**config.mk**
```make
export PLATFORM = sky130hd
export DESIGN_NAME = ipf_lcu_feeder_flat
export DESIGN_NICKNAME = d
export VERILOG_FILES = /design/src/rtl/ipf_lcu_feeder_if.sv /design/src/rtl/ipf_lcu_feeder.sv /design/src/flat_wrapper.sv
export SDC_FILE = /design/constraint.sdc
export NUM_CORES = 1
export LEC_CHECK = 0
export ABC_AREA = 0
export CORE_UTILIZATION = 35
export CTS_CLUSTER_SIZE = 28
export DETAILED_ROUTE_END_ITERATION = 8
export GPL_TIMING_DRIVEN = 0
export PLACE_DENSITY = 0.68
export SYNTH_ARGS = -nofsm -noshare
export SYNTH_HDL_FRONTEND = slang
export SYNTH_SLANG_ARGS = --single-unit
```
**constraint.sdc**
```tcl
create_clock -name clk -period 3.1 [get_ports clk]
set_clock_uncertainty 0.05 [all_clocks]
set_input_delay 0.62 -clock clk [delete_from_list [all_inputs] [get_ports clk]]
set_output_delay 0.62 -clock clk [all_outputs]
set_load 0.005 [all_outputs]
```
**src/rtl/ipf_lcu_feeder_if.sv**
```systemverilog
// Bundles the frame-buffer, parameter-memory and IPF pixel-port signals of the LCU feeder.
// The master modport is the feeder's view; the slave modport is the memories and IPF core.
interface ipf_lcu_feeder_if #(
    parameter int AW = 14
);
    logic          img_rd;
    logic [AW-1:0] img_addr;
    logic [7:0]    img_q;
    logic          par_rd;
    logic [5:0]    par_addr;
    logic [23:0]   par_q;
    logic          busy;
    logic          in_en;
    logic [7:0]    din;
    logic [1:0]    ipf_type;
    logic [4:0]    ipf_band_pos;
    logic          ipf_wo_class;
    logic [15:0]   ipf_offset;
    logic [2:0]    lcu_x;
    logic [2:0]    lcu_y;
    logic [1:0]    lcu_size;
    logic          done;

    modport master (
        output img_rd, img_addr, par_rd, par_addr,
        output in_en, din, ipf_type, ipf_band_pos, ipf_wo_class, ipf_offset,
        output lcu_x, lcu_y, lcu_size, done,
        input  img_q, par_q, busy
    );

    modport slave (
        input  img_rd, img_addr, par_rd, par_addr,
        input  in_en, din, ipf_type, ipf_band_pos, ipf_wo_class, ipf_offset,
        input  lcu_x, lcu_y, lcu_size, done,
        output img_q, par_q, busy
    );
endinterface

```
**src/rtl/ipf_lcu_feeder.sv**
```systemverilog
// Streams a square raster frame into the IPF pixel port in LCU order, fetching each
// LCU's parameter word just ahead of its pixels and buffering reads against IPF busy.
module ipf_lcu_feeder #(
    parameter int IMG_W = 128,
    parameter int AW    = 14
) (
    input  logic             clk,
    input  logic             reset,
    input  logic             start,
    input  logic [1:0]       cfg_lcu_size,
    ipf_lcu_feeder_if.master bus
);
    localparam int CW = $clog2(IMG_W);
    localparam int BW = 2 * (CW - 1);

    typedef enum logic [2:0] {
        S_IDLE,
        S_PAR,
        S_PWAIT,
        S_STREAM,
        S_DONE
    } state_t;

    state_t state, state_nxt;

    logic [1:0]    size_q;
    logic [2:0]    cur_x, cur_y;
    logic [2:0]    lcu_x_q, lcu_y_q;
    logic [1:0]    type_q;
    logic [4:0]    band_q;
    logic          wo_q;
    logic [15:0]   offset_q;

    logic [CW-1:0] px, py;
    logic          all_issued;
    logic [BW-1:0] acc_cnt;
    logic          rd_pend;

    logic          out_valid;
    logic [7:0]    out_data;
    logic [7:0]    skid0, skid1;
    logic [1:0]    skid_cnt;

    logic [2:0]    sh, rsh, occ, row_m1;
    logic [CW-1:0] l_m1, row, col;
    logic [BW-1:0] lsq_m1;
    logic          accept, issue, lcu_last_beat, last_lcu;
    logic          take, from_skid, from_mem, push;

    // LCU geometry follows from the latched size code: L = 16 << size_q.
    assign sh     = 3'd4 + {1'b0, size_q};
    assign rsh    = 3'(CW) - sh;
    assign l_m1   = (CW'(1) << sh) - CW'(1);
    assign lsq_m1 = (BW'(1) << {sh, 1'b0}) - BW'(1);
    assign row_m1 = 3'((IMG_W >> sh) - 1);

    assign row = (CW'(cur_y) << sh) + py;
    assign col = (CW'(cur_x) << sh) + px;

    assign accept        = out_valid && !bus.busy;
    assign last_lcu      = (cur_x == row_m1) && (cur_y == row_m1);
    assign lcu_last_beat = (state == S_STREAM) && accept && (acc_cnt == lsq_m1);

    // Reads are only issued while output register + skid + the in-flight read can absorb them.
    assign occ   = 3'(out_valid) + 3'(skid_cnt) + 3'(rd_pend);
    assign issue = ((state == S_PWAIT) || (state == S_STREAM)) && !all_issued && (occ < 3'd3);

    assign take      = !out_valid || accept;
    assign from_skid = take && (skid_cnt != 2'd0);
    assign from_mem  = take && (skid_cnt == 2'd0) && rd_pend;
    assign push      = rd_pend && !from_mem;

    always_ff @(posedge clk or negedge reset) begin
        if (!reset) begin
            state <= S_IDLE;
        end else begin
            state <= state_nxt;
        end
    end

    always_comb begin
        state_nxt = state;
        case (state)
            S_IDLE:   if (start) state_nxt = S_PAR;
            S_PAR:    state_nxt = S_PWAIT;
            S_PWAIT:  state_nxt = S_STREAM;
            S_STREAM: if (lcu_last_beat) state_nxt = last_lcu ? S_DONE : S_PAR;
            S_DONE:   state_nxt = S_IDLE;
            default:  state_nxt = S_IDLE;
        endcase
    end

    // cur_x/cur_y point at the LCU being fetched; lcu_x/lcu_y follow them only once its parameters land.
    always_ff @(posedge clk or negedge reset) begin
        if (!reset) begin
            size_q   <= 2'd0;
            cur_x    <= 3'd0;
            cur_y    <= 3'd0;
            lcu_x_q  <= 3'd0;
            lcu_y_q  <= 3'd0;
            type_q   <= 2'd0;
            band_q   <= 5'd0;
            wo_q     <= 1'b0;
            offset_q <= 16'd0;
        end else begin
            if (state == S_IDLE && start) begin
                size_q  <= (cfg_lcu_size == 2'd3) ? 2'd2 : cfg_lcu_size;
                cur_x   <= 3'd0;
                cur_y   <= 3'd0;
                lcu_x_q <= 3'd0;
                lcu_y_q <= 3'd0;
            end
            if (state == S_PWAIT) begin
                type_q   <= bus.par_q[23:22];
                band_q   <= bus.par_q[21:17];
                wo_q     <= bus.par_q[16];
                offset_q <= bus.par_q[15:0];
                lcu_x_q  <= cur_x;
                lcu_y_q  <= cur_y;
            end
            if (lcu_last_beat && !last_lcu) begin
                if (cur_x == row_m1) begin
                    cur_x <= 3'd0;
                    cur_y <= cur_y + 3'd1;
                end else begin
                    cur_x <= cur_x + 3'd1;
                end
            end
        end
    end

    always_ff @(posedge clk or negedge reset) begin
        if (!reset) begin
            px         <= '0;
            py         <= '0;
            all_issued <= 1'b0;
            acc_cnt    <= '0;
        end else if (state == S_PAR) begin
            px         <= '0;
            py         <= '0;
            all_issued <= 1'b0;
            acc_cnt    <= '0;
        end else begin
            if (issue) begin
                if (px == l_m1) begin
                    px <= '0;
                    if (py == l_m1) begin
                        all_issued <= 1'b1;
                    end else begin
                        py <= py + CW'(1);
                    end
                end else begin
                    px <= px + CW'(1);
                end
            end
            if (accept) begin
                acc_cnt <= acc_cnt + BW'(1);
            end
        end
    end

    // Output register is the head of a 3-deep queue; skid0 is always the oldest buffered pixel.
    always_ff @(posedge clk or negedge reset) begin
        if (!reset) begin
            rd_pend   <= 1'b0;
            out_valid <= 1'b0;
            out_data  <= 8'd0;
            skid0     <= 8'd0;
            skid1     <= 8'd0;
            skid_cnt  <= 2'd0;
        end else begin
            rd_pend <= issue;
            if (take) begin
                out_valid <= from_skid || from_mem;
                if (from_skid) begin
                    out_data <= skid0;
                end else if (from_mem) begin
                    out_data <= bus.img_q;
                end
            end
            case ({from_skid, push})
                2'b10: begin
                    skid0    <= skid1;
                    skid_cnt <= skid_cnt - 2'd1;
                end
                2'b01: begin
                    if (skid_cnt == 2'd0) begin
                        skid0 <= bus.img_q;
                    end else begin
                        skid1 <= bus.img_q;
                    end
                    skid_cnt <= skid_cnt + 2'd1;
                end
                2'b11: begin
                    if (skid_cnt == 2'd1) begin
                        skid0 <= bus.img_q;
                    end else begin
                        skid0 <= skid1;
                        skid1 <= bus.img_q;
                    end
                end
                default: begin
                end
            endcase
        end
    end

    assign bus.img_rd       = issue;
    assign bus.img_addr     = AW'(row) * AW'(IMG_W) + AW'(col);
    assign bus.par_rd       = (state == S_PAR);
    assign bus.par_addr     = (6'(cur_y) << rsh) + 6'(cur_x);
    assign bus.in_en        = out_valid;
    assign bus.din          = out_data;
    assign bus.ipf_type     = type_q;
    assign bus.ipf_band_pos = band_q;
    assign bus.ipf_wo_class = wo_q;
    assign bus.ipf_offset   = offset_q;
    assign bus.lcu_x        = lcu_x_q;
    assign bus.lcu_y        = lcu_y_q;
    assign bus.lcu_size     = size_q;
    assign bus.done         = (state == S_DONE);
endmodule

```
**src/flat_wrapper.sv**
```systemverilog
// flat-port wrapper written by rule: the top's interface ports become plain ports
module ipf_lcu_feeder_flat 
#(
    parameter int IMG_W = 128,
    parameter int AW    = 14
)
  (clk, reset, start, cfg_lcu_size, bus_img_rd, bus_img_addr, bus_par_rd, bus_par_addr, bus_in_en, bus_din, bus_ipf_type, bus_ipf_band_pos, bus_ipf_wo_class, bus_ipf_offset, bus_lcu_x, bus_lcu_y, bus_lcu_size, bus_done, bus_img_q, bus_par_q, bus_busy);
  ipf_lcu_feeder_if #(.AW(AW)) bus_i ();
  input  logic clk;
  input  logic reset;
  input  logic start;
  input  logic [1:0] cfg_lcu_size;
  output wire logic [$bits(bus_i.img_rd)-1:0] bus_img_rd;
  output wire logic [$bits(bus_i.img_addr)-1:0] bus_img_addr;
  output wire logic [$bits(bus_i.par_rd)-1:0] bus_par_rd;
  output wire logic [$bits(bus_i.par_addr)-1:0] bus_par_addr;
  output wire logic [$bits(bus_i.in_en)-1:0] bus_in_en;
  output wire logic [$bits(bus_i.din)-1:0] bus_din;
  output wire logic [$bits(bus_i.ipf_type)-1:0] bus_ipf_type;
  output wire logic [$bits(bus_i.ipf_band_pos)-1:0] bus_ipf_band_pos;
  output wire logic [$bits(bus_i.ipf_wo_class)-1:0] bus_ipf_wo_class;
  output wire logic [$bits(bus_i.ipf_offset)-1:0] bus_ipf_offset;
  output wire logic [$bits(bus_i.lcu_x)-1:0] bus_lcu_x;
  output wire logic [$bits(bus_i.lcu_y)-1:0] bus_lcu_y;
  output wire logic [$bits(bus_i.lcu_size)-1:0] bus_lcu_size;
  output wire logic [$bits(bus_i.done)-1:0] bus_done;
  input wire logic [$bits(bus_i.img_q)-1:0] bus_img_q;
  input wire logic [$bits(bus_i.par_q)-1:0] bus_par_q;
  input wire logic [$bits(bus_i.busy)-1:0] bus_busy;
  assign bus_img_rd = bus_i.img_rd;
  assign bus_img_addr = bus_i.img_addr;
  assign bus_par_rd = bus_i.par_rd;
  assign bus_par_addr = bus_i.par_addr;
  assign bus_in_en = bus_i.in_en;
  assign bus_din = bus_i.din;
  assign bus_ipf_type = bus_i.ipf_type;
  assign bus_ipf_band_pos = bus_i.ipf_band_pos;
  assign bus_ipf_wo_class = bus_i.ipf_wo_class;
  assign bus_ipf_offset = bus_i.ipf_offset;
  assign bus_lcu_x = bus_i.lcu_x;
  assign bus_lcu_y = bus_i.lcu_y;
  assign bus_lcu_size = bus_i.lcu_size;
  assign bus_done = bus_i.done;
  assign bus_i.img_q = bus_img_q;
  assign bus_i.par_q = bus_par_q;
  assign bus_i.busy = bus_busy;
  ipf_lcu_feeder #(.IMG_W(IMG_W), .AW(AW)) u_core (.clk(clk), .reset(reset), .start(start), .cfg_lcu_size(cfg_lcu_size), .bus(bus_i));
endmodule
```
==> impl_metrics.py <==
metrics = {
    "placed_design": {
        "gp_congestion": 0.840,
        "dpl-instance-area_um2": 6390,
        "dp_hpwl_um": 9040,
        "place_inst": 765,
        "dpl_worst_slack_ps": -794,
        "io_buffer_count": 101,
    },
    "die": {
        "ios": 102,
        "coreArea_um2": 14000,
        "die_y_um": 123,
        "num_rows": 43,
        "start_util_pct": 36.3,
        "die_x_um": 123,
        "die_area_um2": 15100,
    },
    "layout": {
        "fin_util_pct": 49.8,
        "nets": 666,
        "n_antenna_cell": 0,
        "drive_gt1_share_pct": 21.5,
        "final_cell_area_um2": 6990,
        "final_common_cell": "dfrtp_1",
        "syn_to_final_growth_pct": 37.0,
        "mostFrequentLayoutCells": "dfrtp_1 (92), clkdlybuf4s50_1 (90), nor2_1 (35)",
        "final_cells": 795,
    },
    "synth": {
        "yosys_most_used_dff": "dfrtp_1",
        "synth.distinct_cells": 62,
        "postSynthCellCount": 483,
        "synth_nets": 539,
        "ys_ff_latch": 96,
        "synth.top_cell.area_share_pct": 47.1,
        "yosysWarnings": 0,
        "synth_area_per_cell_um2": 10.6,
        "syn-cell-area_um2": 5100,
        "synthArstFlopShare_pct": 100,
        "synth.area.top_cells": "dfrtp_1 (47%), mux2_2 (7.7%), ha_1 (3.4%), nor2_1 (2.7%), nand2_1 (2.5%)",
        "yosys.area.top_type": "dfrtp_1",
        "yosysSeqAreaShare_pct": 47.1,
        "synth_edf_count": 0,
    },
    "pwr": {
        "peakVddDrop_mv": 0.440,
        "leakage_nw": 3.02,
        "power.total_mw": 4.55,
        "p_per_area_nw_per_um2": 652,
    },
    "worst_setup_path": {
        "r2r-start": "u_core.rd_pend$_DFF_PN0_",
        "crit_slowest_cell": "dfrtp_2",
        "required_ps": 2430,
        "worstPathCellList": "clkbuf_16, buf_6, and3_4, ha_4, inv_2, fa_2, nor2b_4, nor2_4, mux2_4, a221oi_2, o22ai_1, buf_2",
        "endpoint": "bus_par_addr[4]",
        "cpPeakStageDelay_ps": 420,
        "crit_path_end_kind": "output port",
        "critical_path_arrival_ps": 2750,
        "r2r-end": "u_core.skid0[5]$_DFFE_PN0P_",
        "crit_fanout": 8,
        "critical_path_class": "flop to output port",
        "crit_path_start_kind": "flop",
        "startpoint": "u_core.bus.lcu_size[0]$_DFFE_PN0P_",
        "ff2ff_path_depth": 9,
        "r2r_slack_ps": 430,
    },
    "status": {
        "status": "finished with violations",
        "violations": "setup timing",
    },
    "cts": {
        "tritoncts": "built",
        "cts_root_buf": "clkbuf_16",
        "cts_made_buffers": 9,
        "clkTransAtPathRegs_ps": 70,
        "h-tree-depth": 3,
        "ctsHoldBuffers": 0,
        "cts.sinks": 96,
        "clock_latency_ps": 350,
        "clockBufferDepth": 2,
    },
    "detailed_routing": {
        "drt_iter0_drc": 193,
        "routedWlPerCell_um": 16.6,
        "drc_errors": 0,
        "final_antenna_net_count": 0,
        "first_pass_iters": 6,
        "vias": 4273,
        "vias_per_cell": 5.37,
        "wl_um": 13200,
    },
    "timing": {
        "post-route-period-util_pct": 110,
        "hold_violations": 0,
        "rsz0062_at_grt": "true",
        "timing.hold.ws_ps": 238,
        "drv_slew": 0,
        "period_needed_ps": 3420,
        "setup_ws_ps": -320,
        "tightest_slew_ps": 688,
        "setup_viol": 1,
        "fmaxAchievable_ghz": 0.292,
        "setup_tns_ps": -320,
        "slew_headroom_pct": 53.7,
    },
    "global_route": {
        "track_usage_pct": 18.4,
        "grt_pass1_wl_um": 21400,
        "antenna_found_initial": 0,
        "grt_pass1_vias": 4385,
        "grt_start_max_net_pins": 51,
        "overflow": 0,
    },
    "min_path": {
        "hp-class": "primary input to asynchronous set/reset pin",
    },
    "flow_run": {
        "maxCapViolCount": 0,
    },
}
sequential cells by signal, summed over array words and instances, names as in the netlist, 5 cells and up:
| register | count |
|---|---|
| u_core.bus.ipf_offset | 16 |
| u_core.acc_cnt | 12 |
| u_core.bus.din | 8 |
| u_core.skid0 | 8 |
| u_core.skid1 | 8 |
| u_core.px | 7 |
| u_core.py | 7 |
| u_core.bus.ipf_band_pos | 5 |
report_power, final:
group	total [mW]	switching (mW)	internal, mW
clock network	1.15	0.499	0.654
registers	1.79	0.252	1.54
logic	1.61	0.807	0.802
total	4.55	1.56	3.00
logic make-up after synthesis:
group                    share of synthesized area [%]
multiplexers                                      9.49
XOR/XNOR                                          4.12
flip-flops                                        47.1
adder cells (fa/ha/maj)                           5.00
AND/OR/NAND/NOR                                   16.7
buffers and inverters                             3.87
AO/OA/AOI/OAI                                     13.7
how the worst min path moves through the flow:
stage | startpoint | cells after the start | end | slack (ps)
after floorplan | reset | 0 | u_core.acc_cnt[0]$_DFFE_PN0P_ | 270
after global placement | u_core.bus.lcu_y[0]$_DFFE_PN0P_ | 1 | u_core.bus.lcu_y[0]$_DFFE_PN0P_ | 430
after detailed placement | u_core.bus.lcu_y[0]$_DFFE_PN0P_ | 1 | u_core.bus.lcu_y[0]$_DFFE_PN0P_ | 440
after CTS | reset | 1 | u_core.skid1[1]$_DFFE_PN0P_ | 250
after global routing | reset | 1 | u_core.skid1[1]$_DFFE_PN0P_ | 280
final | reset | 1 | u_core.skid1[1]$_DFFE_PN0P_ | 240
layout make-up:
class	count	area, µm²
Multi-Input combinational cell	344	2650
Clock buffer	11	243
Sequential cell	96	2410
Timing Repair Buffer	123	1170
Inverter	13	48.8
Fill cell	1273	7050
Buffer	23	179
Clock inverter	5	63.8
Tap cell	180	225
critical path, delay by kind of cell, from the launching register on:
kind,cells,cell delay [ps]
AND/OR/NAND/NOR,3,390
multiplexers,1,300
AO/OA/AOI/OAI,2,360
flip-flops,1,420
buffers and inverters,4,450
adder cells (fa/ha/maj),2,500
layer usage:
layer	GRT usage, %	routed length [µm]
met4	5.56	139
met1	22.0	5690
met2	31.3	6530
met5	0	0
met3	6.09	833
synth_stat cells, types with 3 or more instances:
| library cell | count |
|---|---|
| nor2b_1 | 10 |
| inv_1 | 13 |
| o31ai_1 | 5 |
| nor2_1 | 37 |
| ha_1 | 14 |
| and3_1 | 9 |
| and2_1 | 5 |
| nand3_1 | 9 |
| and4_1 | 3 |
| buf_2 | 5 |
| nor4_1 | 4 |
| o21ai_1 | 3 |
| a22oi_1 | 8 |
| o22ai_1 | 10 |
| a22o_1 | 7 |
| o21ai_0 | 23 |
| nand2b_1 | 4 |
| nand4_1 | 4 |
| fa_1 | 4 |
| xor2_1 | 14 |
| clkbuf_1 | 16 |
| nand2_1 | 34 |
| dfrtp_1 | 96 |
| mux2i_1 | 9 |
| nand3b_1 | 16 |
| buf_4 | 8 |
| xnor2_1 | 10 |
| a21oi_1 | 25 |
| nor3_1 | 4 |
| mux2_2 | 35 |
repair_timing:
action | 4_1_cts | 5_1_grt
resized for setup | 64 | 16
buffers inserted | 18 | 3
pin swaps | 12 | 8
endpoints found under the setup margin | 19 | 25
Note: power is estimated with default switching activity, not from simulation.
